**config.mk**
```make
export PLATFORM = sky130hd
export DESIGN_NAME = mem_wait_ctrl
export DESIGN_NICKNAME = d
export VERILOG_FILES = /design/src/rtl/mem_wait_ctrl.sv
export SDC_FILE = /design/constraint.sdc
export NUM_CORES = 1
export LEC_CHECK = 0
export BUFFER_PORTS_ARGS = -buffer_cell sky130_fd_sc_hd__buf_2
export CORE_MARGIN = 4
export CORE_UTILIZATION = 49
export DETAILED_ROUTE_END_ITERATION = 10
export HOLD_SLACK_MARGIN = 0.15
export PLACE_DENSITY = 0.88
export SLEW_MARGIN = 30
export SYNTH_ARGS = -nofsm -noshare
export SYNTH_HDL_FRONTEND = slang
export SYNTH_SLANG_ARGS = --single-unit
```
**constraint.sdc**
```tcl
create_clock -name clk -period 2.6 [get_ports clk]
set_input_delay 0.26 -clock clk [delete_from_list [all_inputs] [get_ports clk]]
set_output_delay 0.26 -clock clk [all_outputs]
set_load 0.02 [all_outputs]
```
**src/rtl/mem_wait_ctrl.sv**
```systemverilog
// ============================================================================
// Module   : mem_wait_ctrl
// Purpose  : CPU-bus memory slave with region decode and per-region wait states
// Revision : 1.0 - initial release
// ============================================================================
`default_nettype none

module mem_wait_ctrl #(
  parameter int unsigned BIOS_WAIT  = 0,
  parameter int unsigned EWRAM_WAIT = 2,
  parameter int unsigned IWRAM_WAIT = 0,
  parameter int unsigned IO_WAIT    = 0,
  parameter int unsigned ROM_WAIT   = 4
) (
  input  logic        clk,
  input  logic        reset,
  input  logic [31:0] i_cpu_addr,
  input  logic        i_cpu_read_en,
  input  logic        i_cpu_write_en,
  input  logic [31:0] i_cpu_wdata,
  output logic [31:0] o_cpu_rdata,
  output logic        o_cpu_ready,
  output logic        o_cpu_err,
  output logic        o_cpu_busy,
  output logic [2:0]  o_mem_region,
  output logic [21:0] o_mem_addr,
  output logic        o_mem_re,
  output logic        o_mem_we,
  output logic [31:0] o_mem_wdata,
  input  logic [31:0] i_mem_rdata
);

  typedef enum logic [1:0] {
    S_IDLE    = 2'd0,
    S_WAIT    = 2'd1,
    S_ISSUE   = 2'd2,
    S_CAPTURE = 2'd3
  } state_t;

  localparam logic [2:0] c_REG_BIOS  = 3'd0;
  localparam logic [2:0] c_REG_EWRAM = 3'd1;
  localparam logic [2:0] c_REG_IWRAM = 3'd2;
  localparam logic [2:0] c_REG_IO    = 3'd3;
  localparam logic [2:0] c_REG_ROM   = 3'd4;
  localparam logic [2:0] c_REG_NONE  = 3'd7;

  state_t      r_state;
  state_t      w_state_nxt;
  logic [3:0]  r_cnt;
  logic        r_is_read;
  logic        r_strobe_ok;
  logic        r_err_pend;
  logic        r_rd_load;
  logic        r_rd_zero;
  logic [31:0] r_cpu_rdata;
  logic        r_cpu_ready;
  logic        r_cpu_err;
  logic [2:0]  r_region;
  logic [21:0] r_addr;
  logic [31:0] r_wdata;

  logic [2:0]  w_region;
  logic [3:0]  w_wait;
  logic        w_mapped;
  logic        w_ro;
  logic        w_req;
  logic        w_dual;
  logic        w_unused;

  assign w_unused = ^{i_cpu_addr[31:28], i_cpu_addr[1:0]};
  assign w_req    = i_cpu_read_en | i_cpu_write_en;
  assign w_dual   = i_cpu_read_en & i_cpu_write_en;

  always_comb begin
    w_region = c_REG_NONE;
    w_wait   = 4'd0;
    w_mapped = 1'b1;
    w_ro     = 1'b0;
    case (i_cpu_addr[27:24])
      4'h0: begin w_region = c_REG_BIOS;  w_wait = 4'(BIOS_WAIT);  w_ro = 1'b1; end
      4'h2: begin w_region = c_REG_EWRAM; w_wait = 4'(EWRAM_WAIT); end
      4'h3: begin w_region = c_REG_IWRAM; w_wait = 4'(IWRAM_WAIT); end
      4'h4: begin w_region = c_REG_IO;    w_wait = 4'(IO_WAIT);    end
      4'h8, 4'h9, 4'hA, 4'hB, 4'hC, 4'hD: begin
        w_region = c_REG_ROM;
        w_wait   = 4'(ROM_WAIT);
        w_ro     = 1'b1;
      end
      default: w_mapped = 1'b0;
    endcase
  end

  always_comb begin
    w_state_nxt = r_state;
    case (r_state)
      S_IDLE: begin
        if (w_dual)
          w_state_nxt = S_CAPTURE;
        else if (w_req)
          w_state_nxt = (w_wait != 4'd0) ? S_WAIT : S_ISSUE;
      end
      S_WAIT:    if (r_cnt == 4'd1) w_state_nxt = S_ISSUE;
      S_ISSUE:   w_state_nxt = S_CAPTURE;
      S_CAPTURE: w_state_nxt = S_IDLE;
      default:   w_state_nxt = S_IDLE;
    endcase
  end

  always_ff @(posedge clk) begin
    if (reset) begin
      r_state     <= S_IDLE;
      r_cnt       <= 4'd0;
      r_is_read   <= 1'b0;
      r_strobe_ok <= 1'b0;
      r_err_pend  <= 1'b0;
      r_rd_load   <= 1'b0;
      r_rd_zero   <= 1'b0;
      r_cpu_rdata <= 32'd0;
      r_cpu_ready <= 1'b0;
      r_cpu_err   <= 1'b0;
      r_region    <= 3'd0;
      r_addr      <= 22'd0;
      r_wdata     <= 32'd0;
    end else begin
      r_state     <= w_state_nxt;
      r_cpu_ready <= 1'b0;
      r_cpu_err   <= 1'b0;
      case (r_state)
        S_IDLE: begin
          if (w_dual) begin
            // Rejected request: leave address/data latches untouched
            r_err_pend  <= 1'b1;
            r_rd_load   <= 1'b0;
            r_rd_zero   <= 1'b0;
            r_strobe_ok <= 1'b0;
          end else if (w_req) begin
            r_region    <= w_region;
            r_addr      <= i_cpu_addr[23:2];
            r_wdata     <= i_cpu_wdata;
            r_cnt       <= w_wait;
            r_is_read   <= i_cpu_read_en;
            r_strobe_ok <= w_mapped & (i_cpu_read_en | ~w_ro);
            r_err_pend  <= ~w_mapped | (i_cpu_write_en & w_ro);
            r_rd_load   <= i_cpu_read_en;
            r_rd_zero   <= ~w_mapped;
          end
        end
        S_WAIT: r_cnt <= r_cnt - 4'd1;
        S_CAPTURE: begin
          r_cpu_ready <= 1'b1;
          r_cpu_err   <= r_err_pend;
          if (r_rd_load)
            r_cpu_rdata <= r_rd_zero ? 32'd0 : i_mem_rdata;
        end
        default: ;
      endcase
    end
  end

  // Strobes decode the current state so an in-flight strobe survives a reset edge
  assign o_mem_re     = (r_state == S_ISSUE) & r_strobe_ok & r_is_read;
  assign o_mem_we     = (r_state == S_ISSUE) & r_strobe_ok & ~r_is_read;
  assign o_cpu_busy   = (r_state != S_IDLE);
  assign o_cpu_rdata  = r_cpu_rdata;
  assign o_cpu_ready  = r_cpu_ready;
  assign o_cpu_err    = r_cpu_err;
  assign o_mem_region = r_region;
  assign o_mem_addr   = r_addr;
  assign o_mem_wdata  = r_wdata;

endmodule

`default_nettype wire

```
==> out/results.ini, run 1 <==
[synthesis]
ys.flop_type=dfxtp_1
synth_compound_area_share_pct=15.0
ys_seq_area_share_pct=50.9
synthCells=491
synth_mux_area_share_pct=0.249
synth-edff-count=0
synth-simple-area-share_pct=24.8
yosysWarnings=0
ys_ff_latch=102
syn-num-nets=601
synth.lib_cells_used.distinct=37
postSynthAreaPerCell_um2=8.17
synthArstFlopShare_pct=0
syn_area_um2=4010
synthXorXnorAreaFrac_pct=0.437
synthAdderAreaFrac_pct=3.12
synth_top_family_by_area=simple AND/OR/NAND/NOR gates

[route]
wl_um=11900
route.vias.total=4203
drt_iter0_markers=145
viasPerCell=5.15
first_pass_iters=4
drc=0
ant_nets=0
routedWlPerCell_um=14.6

[sta]
fmax_mhz=543
tns_ps=0
period_share_pct=70.9
rsz0062_at_grt=no
setup_viol=0
timing.final.crit_period_ps=1840
final-hold-violation-count=0
final-max-slew-violation-count=0
skew_ps=13.1
worst_slew_pin_slew_ps=616
relSlewSlack_pct=58.8

[worst_setup_path]
cp.arrival_ps=2120
worstPathRequired_ps=2880
crit_type=reg -> reg
crit_slowest_cell=nand2_2
path_buf_inv=2
critical-path-top-delay-family=simple AND/OR/NAND/NOR gates
end_kind=flip-flop
slowest_delay_ps=460
crit_chain=inv_1 > ha_1 > nand2_2 > buf_12 > nand2_1 > a21oi_1
critPathMaxFanout=33
worst_setup_path_start_kind=flip-flop

[final_layout]
final_common_cell=buf_2
final_cell_mix=buf_2, nand2_1, dfxtp_1
nNetsFinal=819
n_antenna_cell=0
area_growth_pct=40.6
fillCellCount=605
drive_above_1_share_pct=30.0
fin_area_um2=5640

[power]
pwr_density_cell_nw_per_um2=759
ir_drop_v=0.000605
p_leak_nw=2.63

[clock_tree]
numCtsBuffers=9
clock_latency_ps=350
cts.path.max_buffers=2
cts_tree=done
cts_root_buffer=clkbuf_8
cts_resized=0
h-tree-depth=3
clk_pin_slew_ps=100
cts.sinks=102

[global_routing]
grt.overflow.total=0
grt_antenna_before_repair=0
grt_start_max_net_pins=59
grt_pass1_vias=4187
grt_pass1_wl_um=19600
track_usage_pct=24.5

[die]
floorplan.initialDensity_pct=51.1
pin_count=194
placementRows=32
core-area_um2=7850
die_area_um2=9700
die_x_um=98.5
die_height_um=98.5

[place]
placed_area_um2=4980
hpwl_um=7840
numPortBuffers=187
gp_congestion=0.856

[hold_path]
min_path_type=in -> reg

[run_status]
status=complete, no violations

[run]
max-cap-violations=0

==> synthesized netlist by cell type, types with 2 or more instances <==
| cell type | n | area, µm² |
|---|---|---|
| nand2_1 | 115 | 432 |
| dfxtp_1 | 102 | 2040 |
| a21oi_1 | 93 | 465 |
| nor2_1 | 46 | 173 |
| nor3b_1 | 32 | 240 |
| clkbuf_1 | 21 | 78.8 |
| ha_1 | 10 | 125 |
| inv_1 | 10 | 37.5 |
| buf_2 | 8 | 40.0 |
| nor3_1 | 7 | 35.0 |
| o21ai_0 | 7 | 35.0 |
| nand2b_1 | 5 | 31.3 |
| buf_6 | 4 | 45.0 |
| nor2b_1 | 4 | 25.0 |
| and2_1 | 2 | 12.5 |
| buf_4 | 2 | 15.0 |
| o21ai_1 | 2 | 10.0 |
| o221ai_1 | 2 | 17.5 |
==> registers in the layout, summed over array words and instances (netlist names), 2 cells and up <==
register      cells
o_cpu_rdata      32
o_mem_addr       22
o_mem_region      3
o_mem_wdata      32
r_cnt             4
r_state           2
==> layer usage <==
metal,track usage (%),wire (µm),up-vias
li1,-,-,2050
met1,28.8,4630,1909
met2,40.6,5680,215
met3,8.78,1350,29
met4,10.1,283,0
met5,0,0,-
==> cells by family (layout without fill, tap and decap cells) <==
family,after synthesis,after routing
buffers and inverters,46,269
adders and majority gates,10,10
and+or+nand+nor,217,217
DFF,102,102
AOI/OAI and AO/OA,113,113
muxes,1,1
xor gates and xnor gates,2,2
==> path summary, 6_finish.rpt <==
kind | from | depth (start not counted) | slack [ps] | end
max | r_state[0]$_SDFFE_PP0P_ | 6 | 760 | o_mem_addr[2]$_SDFFE_PP0P_
min | i_cpu_addr[17] | 3 | 180 | o_mem_addr[15]$_SDFFE_PP0P_
max reg2reg | r_state[0]$_SDFFE_PP0P_ | 6 | 760 | o_mem_addr[2]$_SDFFE_PP0P_
min reg2reg | o_mem_wdata[10]$_SDFFE_PP0P_ | 2 | 460 | o_mem_wdata[10]$_SDFFE_PP0P_
==> worst register-to-register path, delay by kind of cell, from the launching register on <==
family,cells,cell delay [ps]
AOI/OAI and AO/OA,1,180
adders and majority gates,1,320
buffers and inverters,2,340
DFF,1,390
and+or+nand+nor,2,560
==> cell type report <==
cell class / count / area [µm²] / area share (%)
Inverter: 10 / 37.5 / 0.665
Sequential cell: 102 / 2040 / 36.2
Clock buffer: 11 / 141 / 2.51
Tap cell: 102 / 128 / 2.26
Clock inverter: 5 / 33.8 / 0.599
Timing Repair Buffer: 243 / 1500 / 26.7
Multi-Input combinational cell: 343 / 1760 / 31.1
==> per-stage QoR <==
step           utilization [%]  std cells  hold WS (ps)  setup WS, ps  total power, mW
5_1_grt                   71.9        816           165           515             4.57
3_3_place_gp              63.4        751           439           861             3.27
2_1_floorplan                -        491           396          1110             2.94
3_5_place_dp              63.4        751           445           780             3.34
6_report                  71.9        816           179           758             4.29
4_1_cts                   71.7        814           151           758             4.29
==> power breakdown <==
part	switching (mW)	internal [mW]	total [mW]
sequential	0.123	1.78	1.90
clock	0.522	0.376	0.898
combinational	0.940	0.544	1.48
total	1.59	2.70	4.29
==> what timing repair did <==
action | CTS | global route
setup buffers | 0 | 0
hold buffers | 47 | 2
hold endpoints to repair | 47 | 2
No activity file was read; power rests on OpenSTA's default activity.
==> run 2, diff against run 1 <==
--- a/config.mk
+++ b/config.mk
@@ -7,10 +7,10 @@
 export LEC_CHECK = 0
 export BUFFER_PORTS_ARGS = -buffer_cell sky130_fd_sc_hd__buf_2
 export CORE_MARGIN = 4
-export CORE_UTILIZATION = 49
+export CORE_UTILIZATION = 46
 export DETAILED_ROUTE_END_ITERATION = 10
 export HOLD_SLACK_MARGIN = 0.15
-export PLACE_DENSITY = 0.88
+export PLACE_DENSITY = 0.84
 export SLEW_MARGIN = 30
 export SYNTH_ARGS = -nofsm -noshare
 export SYNTH_HDL_FRONTEND = slang
==> constraint.sdc (replaced) <==
create_clock -name clk -period 1.8 [get_ports clk]
set_input_delay 0.18 -clock clk [delete_from_list [all_inputs] [get_ports clk]]
set_output_delay 0.18 -clock clk [all_outputs]
set_load 0.02 [all_outputs]
==> out/results.ini, run 2 (synthesis results as in run 1) <==
[worst_setup_path]
slowest_delay_ps=520  ; +60 ps
path_buf_inv=4  ; +2
crit_slowest_cell=dlygate4sd3_1
critPathMaxFanout=26  ; -21%
end_kind=flip-flop
crit_chain=dlygate4sd3_1 > buf_2 > inv_1 > ha_1 > and2_4 > buf_12 > nand2_1 > a21oi_1
cp.arrival_ps=1910  ; -210 ps
worst_setup_path_start_kind=primary input
worstPathRequired_ps=2070  ; -810 ps
critical-path-top-delay-family=buffers and inverters
crit_type=in -> reg

[final_layout]
final_cell_mix=buf_2, nand2_1, dfxtp_1
final_common_cell=buf_2
drive_above_1_share_pct=30.5  ; +0.51 points
n_antenna_cell=0  ; unchanged
fin_area_um2=5870  ; +4.0%
fin_util_pct=70.4  ; -1.5 points
final_cells=830  ; +1.7%
area_growth_pct=46.3
nNetsFinal=831  ; +1.5%

[hold_path]
min_path_type=in -> reg

[sta]
worst_slew_pin_slew_ps=578  ; -37.4 ps
final-hold-violation-count=0  ; unchanged
rsz0062_at_grt=no
timing.final.crit_period_ps=1640
setup_viol=0  ; unchanged
setup_ws_ps=160  ; -598 ps
fmax_mhz=610
tns_ps=0  ; unchanged
period_share_pct=91.1
final-max-slew-violation-count=0  ; unchanged
relSlewSlack_pct=61.5  ; +2.6 points
skew_ps=8.35  ; -4.70 ps

[power]
p_leak_nw=2.74  ; +4.0%
ir_drop_v=0.000698  ; +16%
p_int_mw=4.42  ; +64%
netSwitchingPower_mw=2.34  ; +48%
pwr-share-comb_pct=34.8  ; +0.2 points
pwr_density_cell_nw_per_um2=1150  ; +52%
p_seq_share_pct=40.7  ; -3.7 points
p_clk_share_pct=24.5  ; +3.5 points
switching_share_pct=34.7  ; -2.3 points

[route]
drt_iter0_markers=152  ; +4.8%
route.vias.total=4190  ; -0.31%
viasPerCell=5.05  ; -2.0%
first_pass_iters=4  ; unchanged
ant_nets=0  ; unchanged
drc=0  ; unchanged
routedWlPerCell_um=15.0  ; +2.2%
wl_um=12400  ; +3.9%

[die]
floorplan.initialDensity_pct=48.1  ; -3.0 points
die_x_um=101  ; +2.9%
pin_count=194  ; unchanged
die_area_um2=10300  ; +6.0%
core-area_um2=8340  ; +6.3%
die_height_um=101  ; +2.9%
placementRows=33  ; +3.1%

[global_routing]
grt_pass1_vias=4096  ; -2.2%
grt_pass1_wl_um=19500  ; -0.64%
top_usage_layer=met2
met3_usage_pct=8.26  ; -0.51 points
grt.overflow.total=0  ; unchanged
use_met1_pct=27.3  ; -1.4 points
grt_antenna_before_repair=0  ; unchanged
track_usage_pct=23.7  ; -0.79 points
use_met2_pct=40.4  ; -0.12 points
grt_start_max_net_pins=52  ; -12%

[clock_tree]
cts.sinks=102  ; unchanged
h-tree-depth=3  ; unchanged
cts.path.max_buffers=2  ; unchanged
cts_root_buffer=clkbuf_8
clk_pin_slew_ps=90  ; about the same
clock_latency_ps=350  ; about the same
numCtsBuffers=9  ; unchanged
cts_tree=done

[place]
dp.cells=757  ; +0.80%
gp_congestion=0.870  ; +1.6%
placed_area_um2=5040  ; +1.3%
hpwl_um=7970  ; +1.7%
pre_cts_ws_ps=43.6  ; -736 ps
numPortBuffers=187  ; unchanged

[run]
max-cap-violations=0  ; unchanged

[run_status]
status=complete, no violations

-- run 2: cell types whose count changed in the layout (fill, tap and decap cells not counted), moves of 2 or more --
| cell | change |
|---|---|
| dlygate4sd3_1 | +6 |
| buf_12 | +3 |
| bufinv_16 | +3 |
| buf_4 | +2 |
-- run 2: repair_timing --
action / 4_1_cts / 5_1_grt
hold endpoints to repair: 55 / 0
resized for setup: 0 / 2
hold buffers: 55 / 0
setup endpoints to repair: 0 / 52
buffers inserted: 0 / 2
-- run 2: path summary, 6_finish.rpt --
| kind | from | endpoint | slack, ps | cells past startpoint |
|---|---|---|---|---|
| min reg2reg | o_mem_wdata[17]$_SDFFE_PP0P_ | o_mem_wdata[17]$_SDFFE_PP0P_ | 460 | 2 |
| max | i_cpu_read_en | o_mem_addr[20]$_SDFFE_PP0P_ | 160 | 8 |
| min | i_cpu_addr[27] | o_mem_region[2]$_SDFFE_PP0P_ | 200 | 3 |
| max reg2reg | r_state[1]$_SDFFE_PP0P_ | r_cnt[0]$_SDFFE_PP0P_ | 230 | 6 |
-- run 2: power by group through the flow --
stage	sequential, mW	combinational, mW	clock [mW]
2_1_floorplan	3.07	1.18	0
3_3_place_gp	2.77	2.03	0
3_5_place_dp	2.79	2.10	0
4_1_cts	2.74	2.20	1.71
5_1_grt	2.79	2.57	1.80
6_report	2.75	2.35	1.66
-- run 2: worst register-to-register path: stages, from the launching register on --
cell and delay [ps]:
dfxtp_1 380, inv_1 80, ha_1 280, nor2b_1 180, nor2_1 280, xnor2_1 190
nor2_1 70
-- run 2: area by class of cell --
class / count / area [µm²]
Clock inverter: 6 / 111
Inverter: 10 / 37.5
Fill cell: 643 / 2470
Sequential cell: 102 / 2040
Multi-Input combinational cell: 343 / 1760
Tap cell: 105 / 131
Clock buffer: 9 / 124
Timing Repair Buffer: 255 / 1660
-- run 2: through the flow --
stage | hold slack (ps) | total power, mW
floorplan | 316 | 4.25
global placement | 420 | 4.80
detailed placement | 425 | 4.89
CTS | 175 | 6.65
global route | 191 | 7.16
finish | 195 | 6.76
-- run 2: routing by layer --
layer | vias up | routed length (µm)
met5 | - | 0
met2 | 184 | 6040
met1 | 1910 | 4750
met4 | 0 | 355
met3 | 29 | 1270
li1 | 2067 | -
